### src/rtl/park_pkg.sv
// park_pkg
//   Shared constants and types for the parking slot manager.
//   SLOTS / SLOT_W   : lot size and slot index width (matches the encoder).
//   GATE_CYCLES_DEF  : default number of cycles the entry gate stays open.
//   park_state_t     : entry FSM states.
package park_pkg;

  localparam int SLOTS           = 8;
  localparam int SLOT_W          = 3;
  localparam int GATE_CYCLES_DEF = 4;

  typedef enum logic {
    IDLE      = 1'b0,
    GATE_OPEN = 1'b1
  } park_state_t;

endpackage

### src/rtl/park_gate_timer.sv
// park_gate_timer
//   Load/decrement counter that times the entry gate.
//   Ports:
//     clk, reset : clock, synchronous active-high reset
//     load       : load the counter with cycles (one-cycle strobe)
//     cycles     : open duration, 1..15
//     active     : counter non-zero (drives gate_open)
//     last       : counter equals 1, i.e. this is the final open cycle
module park_gate_timer (
  input  logic       clk,
  input  logic       reset,
  input  logic       load,
  input  logic [3:0] cycles,
  output logic       active,
  output logic       last
);

  logic [3:0] count;

  always_ff @(posedge clk) begin
    if (reset) begin
      count <= 4'd0;
    end else if (load) begin
      count <= cycles;
    end else if (count != 4'd0) begin
      count <= count - 4'd1;
    end
  end

  assign active = (count != 4'd0);
  assign last   = (count == 4'd1);

endmodule

### src/rtl/park_slot_manager.sv
// park_slot_manager
//   Owns the 8-slot free vector feeding the external priority encoder,
//   grants entries, handles exits and times the entry gate.
//   Optional feature macro: PARK_STATS_EN (adds entry_total / reject_total).
//   Ports:
//     clk, reset       : clock, synchronous active-high reset
//     enter_req        : car waiting at entry
//     exit_valid       : one-cycle strobe, car leaving exit_slot
//     exit_slot        : slot being vacated
//     park_number      : encoder result (highest free slot)
//     parking_capacity : free vector, bit i = 1 means slot i free
//     enable           : OR of parking_capacity (encoder enable)
//     enter_ack        : one-cycle grant pulse
//     assigned_slot    : slot granted, held until the next grant
//     full_reject      : one-cycle refusal pulse (lot full)
//     exit_error       : one-cycle pulse, exit of an already free slot
//     gate_open        : entry gate drive
//     free_count       : number of free slots, 0..8
//     state_dbg        : current FSM state (0 = IDLE, 1 = GATE_OPEN)
//     entry_total      : (PARK_STATS_EN) saturating count of grants
//     reject_total     : (PARK_STATS_EN) saturating count of refusals
//
//   Handshake: enter_req is a level held by the requester until it sees
//   either enter_ack or full_reject; each answer is a single-cycle pulse
//   one cycle after the request is seen in IDLE. Requests are not looked at
//   while the gate is open.
module park_slot_manager
  import park_pkg::*;
#(
  parameter int GATE_CYCLES = GATE_CYCLES_DEF
) (
  input  logic       clk,
  input  logic       reset,
  input  logic       enter_req,
  input  logic       exit_valid,
  input  logic [2:0] exit_slot,
  input  logic [2:0] park_number,
  output logic [7:0] parking_capacity,
  output logic       enable,
  output logic       enter_ack,
  output logic [2:0] assigned_slot,
  output logic       full_reject,
  output logic       exit_error,
  output logic       gate_open,
`ifdef PARK_STATS_EN
  output logic [15:0] entry_total,
  output logic [7:0]  reject_total,
`endif
  output logic [3:0] free_count,
  output logic       state_dbg
);

  localparam logic [3:0] GATE_LOAD = 4'(GATE_CYCLES);

  park_state_t state, state_next;
  logic        grant, reject;
  logic        exit_legal, exit_bad;
  logic        gate_last;
  logic [7:0]  cap_next;
  logic [3:0]  count_next;

  assign enable    = |parking_capacity;
  assign state_dbg = state;

  park_gate_timer u_gate_timer (
    .clk    (clk),
    .reset  (reset),
    .load   (grant),
    .cycles (GATE_LOAD),
    .active (gate_open),
    .last   (gate_last)
  );

  always_comb begin
    state_next = state;
    grant      = 1'b0;
    reject     = 1'b0;
    case (state)
      IDLE: begin
        if (enter_req) begin
          if (enable) begin
            grant      = 1'b1;
            state_next = GATE_OPEN;
          end else if (!full_reject) begin
            // Skipping the cycle right after a refusal gives the requester
            // time to drop enter_req; a held request re-pulses every 2nd cycle.
            reject = 1'b1;
          end
        end
      end
      GATE_OPEN: begin
        if (gate_last) state_next = IDLE;
      end
      default: state_next = IDLE;
    endcase
  end

  // Exit decisions use the pre-update vector. A legal exit targets an
  // occupied slot, and a grant targets a free one, so they never collide.
  always_comb begin
    exit_legal = exit_valid && !parking_capacity[exit_slot];
    exit_bad   = exit_valid &&  parking_capacity[exit_slot];
    cap_next   = parking_capacity;
    if (grant)      cap_next[park_number] = 1'b0;
    if (exit_legal) cap_next[exit_slot]   = 1'b1;
    case ({grant, exit_legal})
      2'b10:   count_next = free_count - 4'd1;
      2'b01:   count_next = free_count + 4'd1;
      default: count_next = free_count;
    endcase
  end

  always_ff @(posedge clk) begin
    if (reset) begin
      state            <= IDLE;
      parking_capacity <= 8'hFF;
      free_count       <= 4'd8;
      assigned_slot    <= 3'd0;
      enter_ack        <= 1'b0;
      full_reject      <= 1'b0;
      exit_error       <= 1'b0;
    end else begin
      state            <= state_next;
      parking_capacity <= cap_next;
      free_count       <= count_next;
      enter_ack        <= grant;
      full_reject      <= reject;
      exit_error       <= exit_bad;
      if (grant) assigned_slot <= park_number;
    end
  end

`ifdef PARK_STATS_EN
  always_ff @(posedge clk) begin
    if (reset) begin
      entry_total  <= 16'd0;
      reject_total <= 8'd0;
    end else begin
      if (enter_ack && (entry_total != 16'hFFFF))  entry_total  <= entry_total + 16'd1;
      if (full_reject && (reject_total != 8'hFF))  reject_total <= reject_total + 8'd1;
    end
  end
`endif

endmodule
### config.mk
export PLATFORM = sky130hd
export DESIGN_NAME = park_slot_manager
export DESIGN_NICKNAME = d
export VERILOG_FILES = /design/src/rtl/park_pkg.sv /design/src/rtl/park_gate_timer.sv /design/src/rtl/park_slot_manager.sv
export SDC_FILE = /design/constraint.sdc
export NUM_CORES = 1
export LEC_CHECK = 0
export ABC_AREA = 0
export CORE_ASPECT_RATIO = 0.7
export CORE_UTILIZATION = 47
export DETAILED_ROUTE_END_ITERATION = 7
export PLACE_DENSITY = 0.77
export SETUP_SLACK_MARGIN = 0.5
export SYNTH_ARGS = -nofsm -noshare
export SYNTH_HDL_FRONTEND = slang
export SYNTH_SLANG_ARGS = --single-unit
### constraint.sdc
create_clock -name clk -period 2.9 [get_ports clk]
set_input_delay 0.58 -clock clk [delete_from_list [all_inputs] [get_ports clk]]
set_output_delay 0.58 -clock clk [all_outputs]
set_load 0.01 [all_outputs]
# Yosys cells after proc, flatten, opt, wreduce, memory -nomap -nowiden
# Index checks and enable logic that the tools add are counted.
# totals
out_inout_bits	21
reg_bits	23
# op_classes
muxes	17
n_bitwise	5
order_cmp	4
n_addsub	3
n_eq_ne	3
n_reduce_logical	11
# ops
operator	n
$mux W8	2
$reduce_or A11 Y1	1
$and A8 B8 Y8	1
$lt A3 B4 Y1 const B	2
$mux W1	8
$not A8 Y8	1
$or A8 B8 Y8	1
$pmux W4 S2	1
$reduce_or A8 Y1	1
$sub A4 B1 Y4 const B	2
$demux W1 S3	2
$ge A3 B1 Y1 const B	2
$mux W3	2
$add A4 B1 Y4 const B	1
$eq A4 B1 Y1 const B	1
$logic_and A1 B1 Y1	4
$reduce_bool A2 Y1	2
$reduce_bool A4 Y1	1
$bmux W1 S3	1
$eq A2 B1 Y1 const B	1
$eq A2 B2 Y1 const B	1
$not A1 Y1	2
$pmux W1 S2	1
$reduce_or A2 Y1	1
$logic_not A1 Y1	1

# Depth between registers and ports, before layout
# logic_depth
depth_word	9
ltp_mapped	10

# By module
# Synthesis repeated with hierarchy kept, for this count alone.
# hier_totals
cells_unflattened	129
hier_area_um2	1217.4
# by_module_without_submodules
mod	seq_area_each_um2	area_each_um2	cells_per_inst	n_inst
park_slot_manager	380.4	967.2	101	1
park_gate_timer	80.1	250.2	28	1

# Worst setup path after synthesis
# OpenSTA, ideal clock, no wires.
# synth_path
path_kind	input to register
startpoint	input exit_slot[0]
endpoint	register free_count[3]
path_stages	10
arrival_ns	2.471
setup_slack_ns	0.357
path_buffers	0
t_required_ns	2.828
path_cell_list	mux4_2 mux2i_1 and2_1 ha_1 inv_1 ha_1 a21oi_1 a211oi_1 a31oi_1 mux2i_1
# synth_between
elab_chain_len	6
elab_cells_between_ends	8
classes_between	eq/ne (2); mux (3); reduce/logical (3)
# synth_lines
item	line	source
start, declared	park_slot_manager.sv:36	input logic [2:0] exit_slot,
$bmux W1 S3 *	park_slot_manager.sv:101	exit_legal = exit_valid && !parking_capacity[exit_slot];
$mux W1 (not written as such) *	park_slot_manager.sv:101	
$logic_not A1 Y1 *	park_slot_manager.sv:101	
$logic_and A1 B1 Y1 *	park_slot_manager.sv:101	
$eq A2 B1 Y1 / $eq A2 B2 Y1 (equally long branches)	park_slot_manager.sv:106	case ({grant, exit_legal})
$pmux W4 S2 / $reduce_bool A2 Y1 (equally long branches)	n/a	
end signal, assigned	park_slot_manager.sv:125	free_count <= count_next;
end, declared	park_slot_manager.sv:49	output logic [3:0] free_count,
# Mark *: on every way between the ends. The rest lies on a longest branch, timed or not. The select of a mux whose other input is x is not followed.
# A chain may end at the register's enable or synchronous reset.

# Worst setup path after layout
# layout_path
startpoint	input exit_slot[2]
endpoint	register free_count[3]
# The elaborated chain is that of the path after synthesis.

==> metrics.txt <==
syn_nets=135; clk root buf=clkbuf_4; area grow syn2layout=44.8%; Mapped Area=1160 sq um; cell with the largest stage delay on the worst path=mux4_2; Sink Count=23; Worst-Skew Late Latency=0.32 ns; Final Cycle Share=between 80 and 90%; Crit path required time=3.12 ns; first-pass GRT wire length=4680 um; worst min path class=register to register; Top cell by count, worst path=mux2i_1; Critical Path Fanout Max=4; vias=1054; # port buffers=30; startpoint types=input port; status=finished clean; Arr. time, crit path=between 2 and 3 ns; Slew HR=81.4%; crit-path cells=clkdlybuf4s15_1, mux4_2, mux2i_1, and2_4, ha_4, inv_4, ha_2, nand3_2, a211oi_2, a31oi_1, mux2i_1; fmax=0.421 GHz; post-DR vias/cell=5.52; die footprint=2680 sq um; critical path class=input port to register; Synth warnings=0; Final Non-Filler Cells=~190; CTS Hold Bufs=0; WL final=2950 um; setup violators final=0; commonest non-fill, non-tap cell in the layout=clkdlybuf4s50_1; grt ovf=0; Starting Density=between 50 and 60%; share of layout cells above drive strength 1=24.5%; Post-Route Utilization=between 70% and 80%; largest net degree at the start of global routing=18; Crit. End Element=register; antenna cell count=0; Total GRT Usage=24.5%; H-tree depth=1; CORE AREA=2240 sq um; Leak=0.684 nW; CP Buf/Inv Count=2; final-stage net count=177; Die Wd=61.5 um; Max clock buf depth=2; Final ANT Viol Nets=0; hpwl dp=2120 um; final setup skew=0.0122 ns; GP Congestion=0.799; Tmin final=2.37 ns; Post-synth ARST share=0%; power density cells=588 nW/um^2; total power=992 uW; Most used DFF post-synth=dfxtp_1; CTS tree=done; Tightest Pin Transition=0.277 ns; Syn Inst Count=118; vias in the first global route=1006; TritonRoute pass-1 iters=4; DP Area=1560 sq um; clock-pin transition on the worst setup and hold timing paths=between 0.1 and 0.15 ns; RSZ-0062 raised after global routing=true; die span in y=43.7 um; commonest non-fill, non-tap cells in the layout=clkdlybuf4s50_1 (27), dfxtp_1 (17), nor2_1 (14), buf_4 (11); Wirelength per Cell=15.4 um; distinct cell type count after synthesis=37; Seq/Total Area, Yosys=39.5%; final instance area=1690 sq um; IO Pins=31; Slew Viols, Final=0; CP top delay family=multiplexers; Max Cap Viol=0; cts bufs inserted=3; DRT iter0 DRCs=52; Seq cells post-synth=23; syn_area_per_cell=9.87 sq um; Post-synth EDFFs=0; FP Rows=14; Crit path largest cell delay=0.33 ns; antenna violations before repair=0; Final Hold Fails=0; DRC=0; Placed Cells=183; Worst VDD drop=0.306 mV
==> Yosys cell counts (2+ instances only) <==
master | count | area [sq um]
nor2_1 | 14 | 52.6
xnor2_1 | 2 | 17.5
nor3b_1 | 4 | 30.0
clkbuf_1 | 2 | 7.51
nor3_1 | 2 | 10.0
ha_1 | 6 | 75.1
nand2_1 | 7 | 26.3
a22o_1 | 3 | 26.3
a31o_1 | 3 | 26.3
nor4_2 | 2 | 25.0
o31ai_1 | 4 | 30.0
a31oi_1 | 4 | 25.0
and2_1 | 2 | 12.5
or4_1 | 2 | 15.0
a31o_2 | 2 | 17.5
nor2b_1 | 3 | 18.8
inv_1 | 5 | 18.8
nand2b_1 | 3 | 18.8
mux2i_1 | 3 | 30.0
a21oi_1 | 3 | 15.0
mux4_2 | 2 | 45.0
dfxtp_1 | 23 | 460
xor2_1 | 3 | 26.3
==> cells by family after synthesis <==
group / synth area share [%]
compound gates: 17.9
xor+xnor: 3.76
fa+ha+maj: 8.16
buf+inv: 3.33
flops: 39.5
mux: 6.44
simple gates: 20.8
==> sequential cells by signal, indices dropped and copies added (netlist names) <==
register            count
parking_capacity        8
free_count              4
u_gate_timer.count      4
assigned_slot           3
enter_ack               1
exit_error              1
full_reject             1
state_dbg               1
==> worst paths after layout <==
| check | from | end | slack (ns) | cells past startpoint |
|---|---|---|---|---|
| worst min register to register | full_reject | full_reject | 0.44 | 1 |
| worst max-delay path | exit_slot[2] | free_count[3] | 0.53 | 11 |
| worst max register to register | parking_capacity[2] | free_count[3] | 0.54 | 10 |
| worst min-delay path | full_reject | full_reject | 0.44 | 1 |
==> per-layer routing <==
metal / vias up / global-route usage, % / share of wire, % / wire [um]
met5: - / 0 / 0 / 0
li1: 512 / - / - / -
met1: 513 / 32.4 / 47 / 1390
met3: 4 / 6.27 / 3.7 / 108
met4: 0 / 5.33 / 0.78 / 23
met2: 25 / 40.2 / 48 / 1430
==> final cells by class <==
| type | instances | area [sq um] |
|---|---|---|
| clock buffer | 4 | 26.3 |
| fill | 169 | 556 |
| inverter | 5 | 21.3 |
| multi-input combinational | 86 | 744 |
| sequential | 23 | 468 |
| tap | 32 | 40.0 |
| timing repair buffer | 41 | 387 |
==> metrics by stage <==
stage	hold slack [ns]	setup TNS, ns	setup slack (ns)
final	0.444	0	0.526
after global routing	0.458	0	0.453
after CTS	0.445	0	0.508
after detailed placement	0.428	-0.759	-0.352
after floorplan	0.471	0	0.440
after global placement	0.413	-0.387	-0.207
==> where the power goes <==
| group | total [mW] | internal, mW | switching (mW) |
|---|---|---|---|
| Sequential | 0.421 | 0.369 | 0.0524 |
| Combinational | 0.421 | 0.226 | 0.195 |
| Clock | 0.150 | 0.0538 | 0.0966 |
==> what timing repair did <==
item	CTS	global route
hold endpoints to repair	0	0
pin swaps	2	5
setup buffers	4	0
setup endpoints to repair	4	4
resized for setup	10	15
No activity file was read; power rests on OpenSTA's default activity.
==> variant 1, RTL diff (same flow settings) <==
Add a define of `PARK_STATS_EN`.
--- a/src/rtl/park_slot_manager.sv
+++ b/src/rtl/park_slot_manager.sv
@@ -24,6 +24,8 @@
 //   either enter_ack or full_reject; each answer is a single-cycle pulse
 //   one cycle after the request is seen in IDLE. Requests are not looked at
 //   while the gate is open.
+`define PARK_STATS_EN
+
 module park_slot_manager
   import park_pkg::*;
 #(
Behaviour (old outputs only; new: entry_total and reject_total): unchanged (Yosys induction, for registers that start in step).
==> variant 1 against the unedited design <==
Design area is 94% higher. Synthesized cell count is 120% higher. Critical endpoint unchanged. Routed wire length is 89% higher. Power is 76% higher. Area after synthesis is 100% higher. First-iteration DRC count is 150% higher. Worst setup slack worse by 0.037 ns. Sequential cell count is 24 higher. Highest routed layer unchanged. Critical path type unchanged.
==> variant 1: results (changes against the unedited design) <==
status finished, final reports clean; global-route wire length before repair 8640 µm (+85%); Seq/Total Area, Yosys 40.0% (+0.49 points); Distinct cells, synth 51 (+38%); Flop pwr share 43.1% (+0.6 points); fraction of area in registers 29.1% (+1.4 points); Regs by FF count entry_total x16, parking_capacity x8, reject_total x8; Non-clock buffering overhead 20.3% (-2.6 points); Total GRT Usage 21.3% (-3.2 points); vias in the first global route 1851 (+84%); post-synthesis compound-gate area fraction 16.7% (-1.3 points); DR iter-0 viols 128 (+150%); H-tree Lvls 2 (+1); Non-CTS inverters 6 (+1); Crit path largest cell delay 0.49 ns (+0.16 ns); Clock Skews 0.0136 ns (+0.00139 ns); top cells by count, synth dfxtp_1, nor2_1, nand2_1, o21ai_0, a21oi_1; CP Max Fanout 6 (+2); Post-CTS Setup Bufs 7 (+3); Buffers excl. clock 71 (+73%); fraction of the mapped netlist area in adder cells 5.11% (-3.1 points); via density per instance 5.47 (-0.93%); placed cell areas 3040 µm² (+95%); dpl cells 378 (+110%); Seq power 753 µW (+79%); Worst-Margin Slew 0.697 ns (+0.421 ns); Nets 343 (+94%); vias 2154 (+100%); Multi-input gate area 1400 µm² (+89%); GP Congestion 0.830 (+3.9%); fillers 392 (+130%)
==> variant 1: worst paths after layout <==
kind,from,endpoint,slack (ns),cells past startpoint
max,exit_slot[2],free_count[3]$_SDFFE_PP1P_,0.49,11
min,assigned_slot[0]$_SDFFE_PP0N_,assigned_slot[0]$_SDFFE_PP0N_,0.49,1
max reg2reg,parking_capacity[5]$_SDFF_PP1_,free_count[3]$_SDFFE_PP1P_,0.50,10
min reg2reg,assigned_slot[0]$_SDFFE_PP0N_,assigned_slot[0]$_SDFFE_PP0N_,0.49,1
==> variant 1: per-layer routing <==
layer	vias up	part of all wire, %	GRT usage, %	routed length [µm]
li1	1089	-	-	-
met1	1006	51	29.7	2870
met2	51	43	32.7	2420
met3	8	4.5	5.36	254
met4	0	0.77	6.90	43
met5	-	0	0	0
==> variant 1: worst max-delay path: cells and delay by family <==
kind	cells	cell delay (ns)
mux	4	1.06
fa+ha+maj	2	0.35
compound gates	2	0.27
buf+inv	2	0.21
simple gates	1	0.17
==> variant 2, RTL diff (same flow settings) <==
Made on the original files. The output `exit_error` loses its register stage (`exit_error` becomes a continuous assignment). Comments in the files are not updated.
--- a/src/rtl/park_slot_manager.sv
+++ b/src/rtl/park_slot_manager.sv
@@ -118,17 +118,17 @@
       assigned_slot    <= 3'd0;
       enter_ack        <= 1'b0;
       full_reject      <= 1'b0;
-      exit_error       <= 1'b0;
     end else begin
       state            <= state_next;
       parking_capacity <= cap_next;
       free_count       <= count_next;
       enter_ack        <= grant;
       full_reject      <= reject;
-      exit_error       <= exit_bad;
       if (grant) assigned_slot <= park_number;
     end
   end
+
+  assign exit_error = exit_bad;
 
 `ifdef PARK_STATS_EN
   always_ff @(posedge clk) begin
Formal check against the unedited RTL: not equivalent (Yosys sat finds a counterexample within 4 cycles, from zero or initial values and one cycle with reset high).
==> variant 2 against the unedited design <==
Power grew 0.64%. Utilization is essentially flat. Sequential cell count shrank 1. Design area grew 0.74%. Fmax shrank 3.6%. Via count shrank 0.85%. Routed wire length grew 2.4%. Critical path depth is the same. Register-to-register slack lost 0.08 ns. Sequential share of layout area shrank 1.1 points. Combinational power grew 3%. Area after synthesis grew 1.1%. Worst setup slack lost 0.088 ns.
==> variant 2: results (changes against the unedited design) <==
H-tree Lvls 1 (unchanged); DR iter-0 viols 43 (-17%); wire length on met3 124 µm (+15%); final core occ 75.2% (about the same); top cells by count, synth dfxtp_1, nor2_1, ha_1, inv_1, nand2_1; Seq/Total Area, Yosys 37.4% (-2.1 points); M1 WL 1390 µm (+0.29%); Clock Skews 0.00565 ns (-0.00660 ns); status finished, final reports clean; placed cell areas 1560 µm² (about the same); CTS clk-pin slew, worst paths 0.12 ns; largest net degree at the start of global routing 17 (-1); global-route wire length before repair 4690 µm (+0.15%); main area contributors after synthesis dfxtp_1, ha_1, nor2_1, mux4_2, nor4_4; Worst-Skew Late Latency 0.30 ns (-0.02 ns); layout cells sized above 1 28.8% (+4.3 points); VDD IR max 0.407 mV (+33%); Worst slew margin 76.1% (-5.4 points); Leak 0.668 nW (-2.4%); Post-Syn Nets 137 (+1.5%); fillers 158 (-6.5%); Setup WS pre-CTS -0.360 ns (-0.00871 ns); Nets 181 (+2.3%); Total GRT Usage 24.0% (-0.45 points); Crit path largest cell delay 0.51 ns (+0.18 ns); Avg WL per Cell 15.5 µm (+0.27%); vias in the first global route 985 (-2.1%); metal2 WL 1490 µm (+4.3%); Distinct cells, synth 41 (+11%); via density per instance 5.36 (-2.9%); CP Max Fanout 4 (unchanged)
-- variant 2: changes by cell type in the layout (fill, tap and decap cells not counted), sizes merged, moves of 2 or more --
cell / unedited run / this run
nor3b: 4 / 0
nor2: 14 / 17
or3: 1 / 3
o21ai: 0 / 3
o2bb2ai: 0 / 2
a21o: 0 / 2
a31oi: 4 / 1
a211oi: 1 / 3
a21oi: 4 / 6
a31o: 5 / 3
-- variant 2: area by class of cell --
class	instances	share of cell area, %
multi-input cells	90	44.6
flip-flops and latches	22	26.7
repair buffers	42	23.0
well taps	32	2.36
clock buffers	4	2.14
inverters	5	1.25
-- variant 2: through the flow --
step / cells / hold slack [ns] / setup TNS, ns
6_report: 195 / 0.439 / 0
5_1_grt: 195 / 0.460 / 0
4_1_cts: 194 / 0.442 / 0
3_5_place_dp: 184 / 0.419 / -0.928
3_3_place_gp: 184 / 0.412 / -0.597
2_1_floorplan: 120 / 0.470 / 0
-- variant 2: path summary, 6_finish.rpt --
| check | start | end | slack [ns] | cells after the start |
|---|---|---|---|---|
| setup / recovery | exit_slot[0] | free_count[3]$_SDFFE_PP1P_ | 0.44 | 11 |
| hold / removal | full_reject$_SDFF_PP0_ | full_reject$_SDFF_PP0_ | 0.44 | 1 |
| setup reg to reg | parking_capacity[1]$_SDFF_PP1_ | free_count[3]$_SDFFE_PP1P_ | 0.46 | 10 |
| hold reg to reg | full_reject$_SDFF_PP0_ | full_reject$_SDFF_PP0_ | 0.44 | 1 |
-- variant 2: metal layers --
| layer | global-route usage (%) | up-vias |
|---|---|---|
| li1 | - | 518 |
| met4 | 2.67 | 0 |
| met2 | 38.5 | 32 |
| met5 | 0 | - |
| met3 | 5.37 | 2 |
| met1 | 34.1 | 493 |
-- variant 2: kinds of logic (layout without fill, tap and decap cells) --
logic type,after synthesis,count (layout),share of synthesized area [%]
simple gates,47,47,23.1
compound gates,27,27,18.9
flops,22,22,37.4
buf+inv,8,51,3.19
fa+ha+maj,7,7,8.08
mux,5,5,6.38
xor+xnor,4,4,2.98
-- variant 2: what timing repair did --
item,in CTS,in global routing
pin swaps,6,1
endpoints found under the setup margin,5,4
setup buffers,6,1
gates resized for setup,17,10
-- variant 2: power by group --
part	total [mW]	leakage (nW)	internal, mW	switching (mW)
clock network	0.165	0.0210	0.0765	0.0883
registers	0.402	0.177	0.351	0.0505
logic	0.432	0.470	0.225	0.206
total	0.999	0.668	0.653	0.345
-- variant 2: worst max-delay path: cells and delay by family --
family,cells,cell delay [ns]
fa+ha+maj,2,0.45
mux,3,0.87
compound gates,2,0.33
buf+inv,2,0.14
simple gates,2,0.29
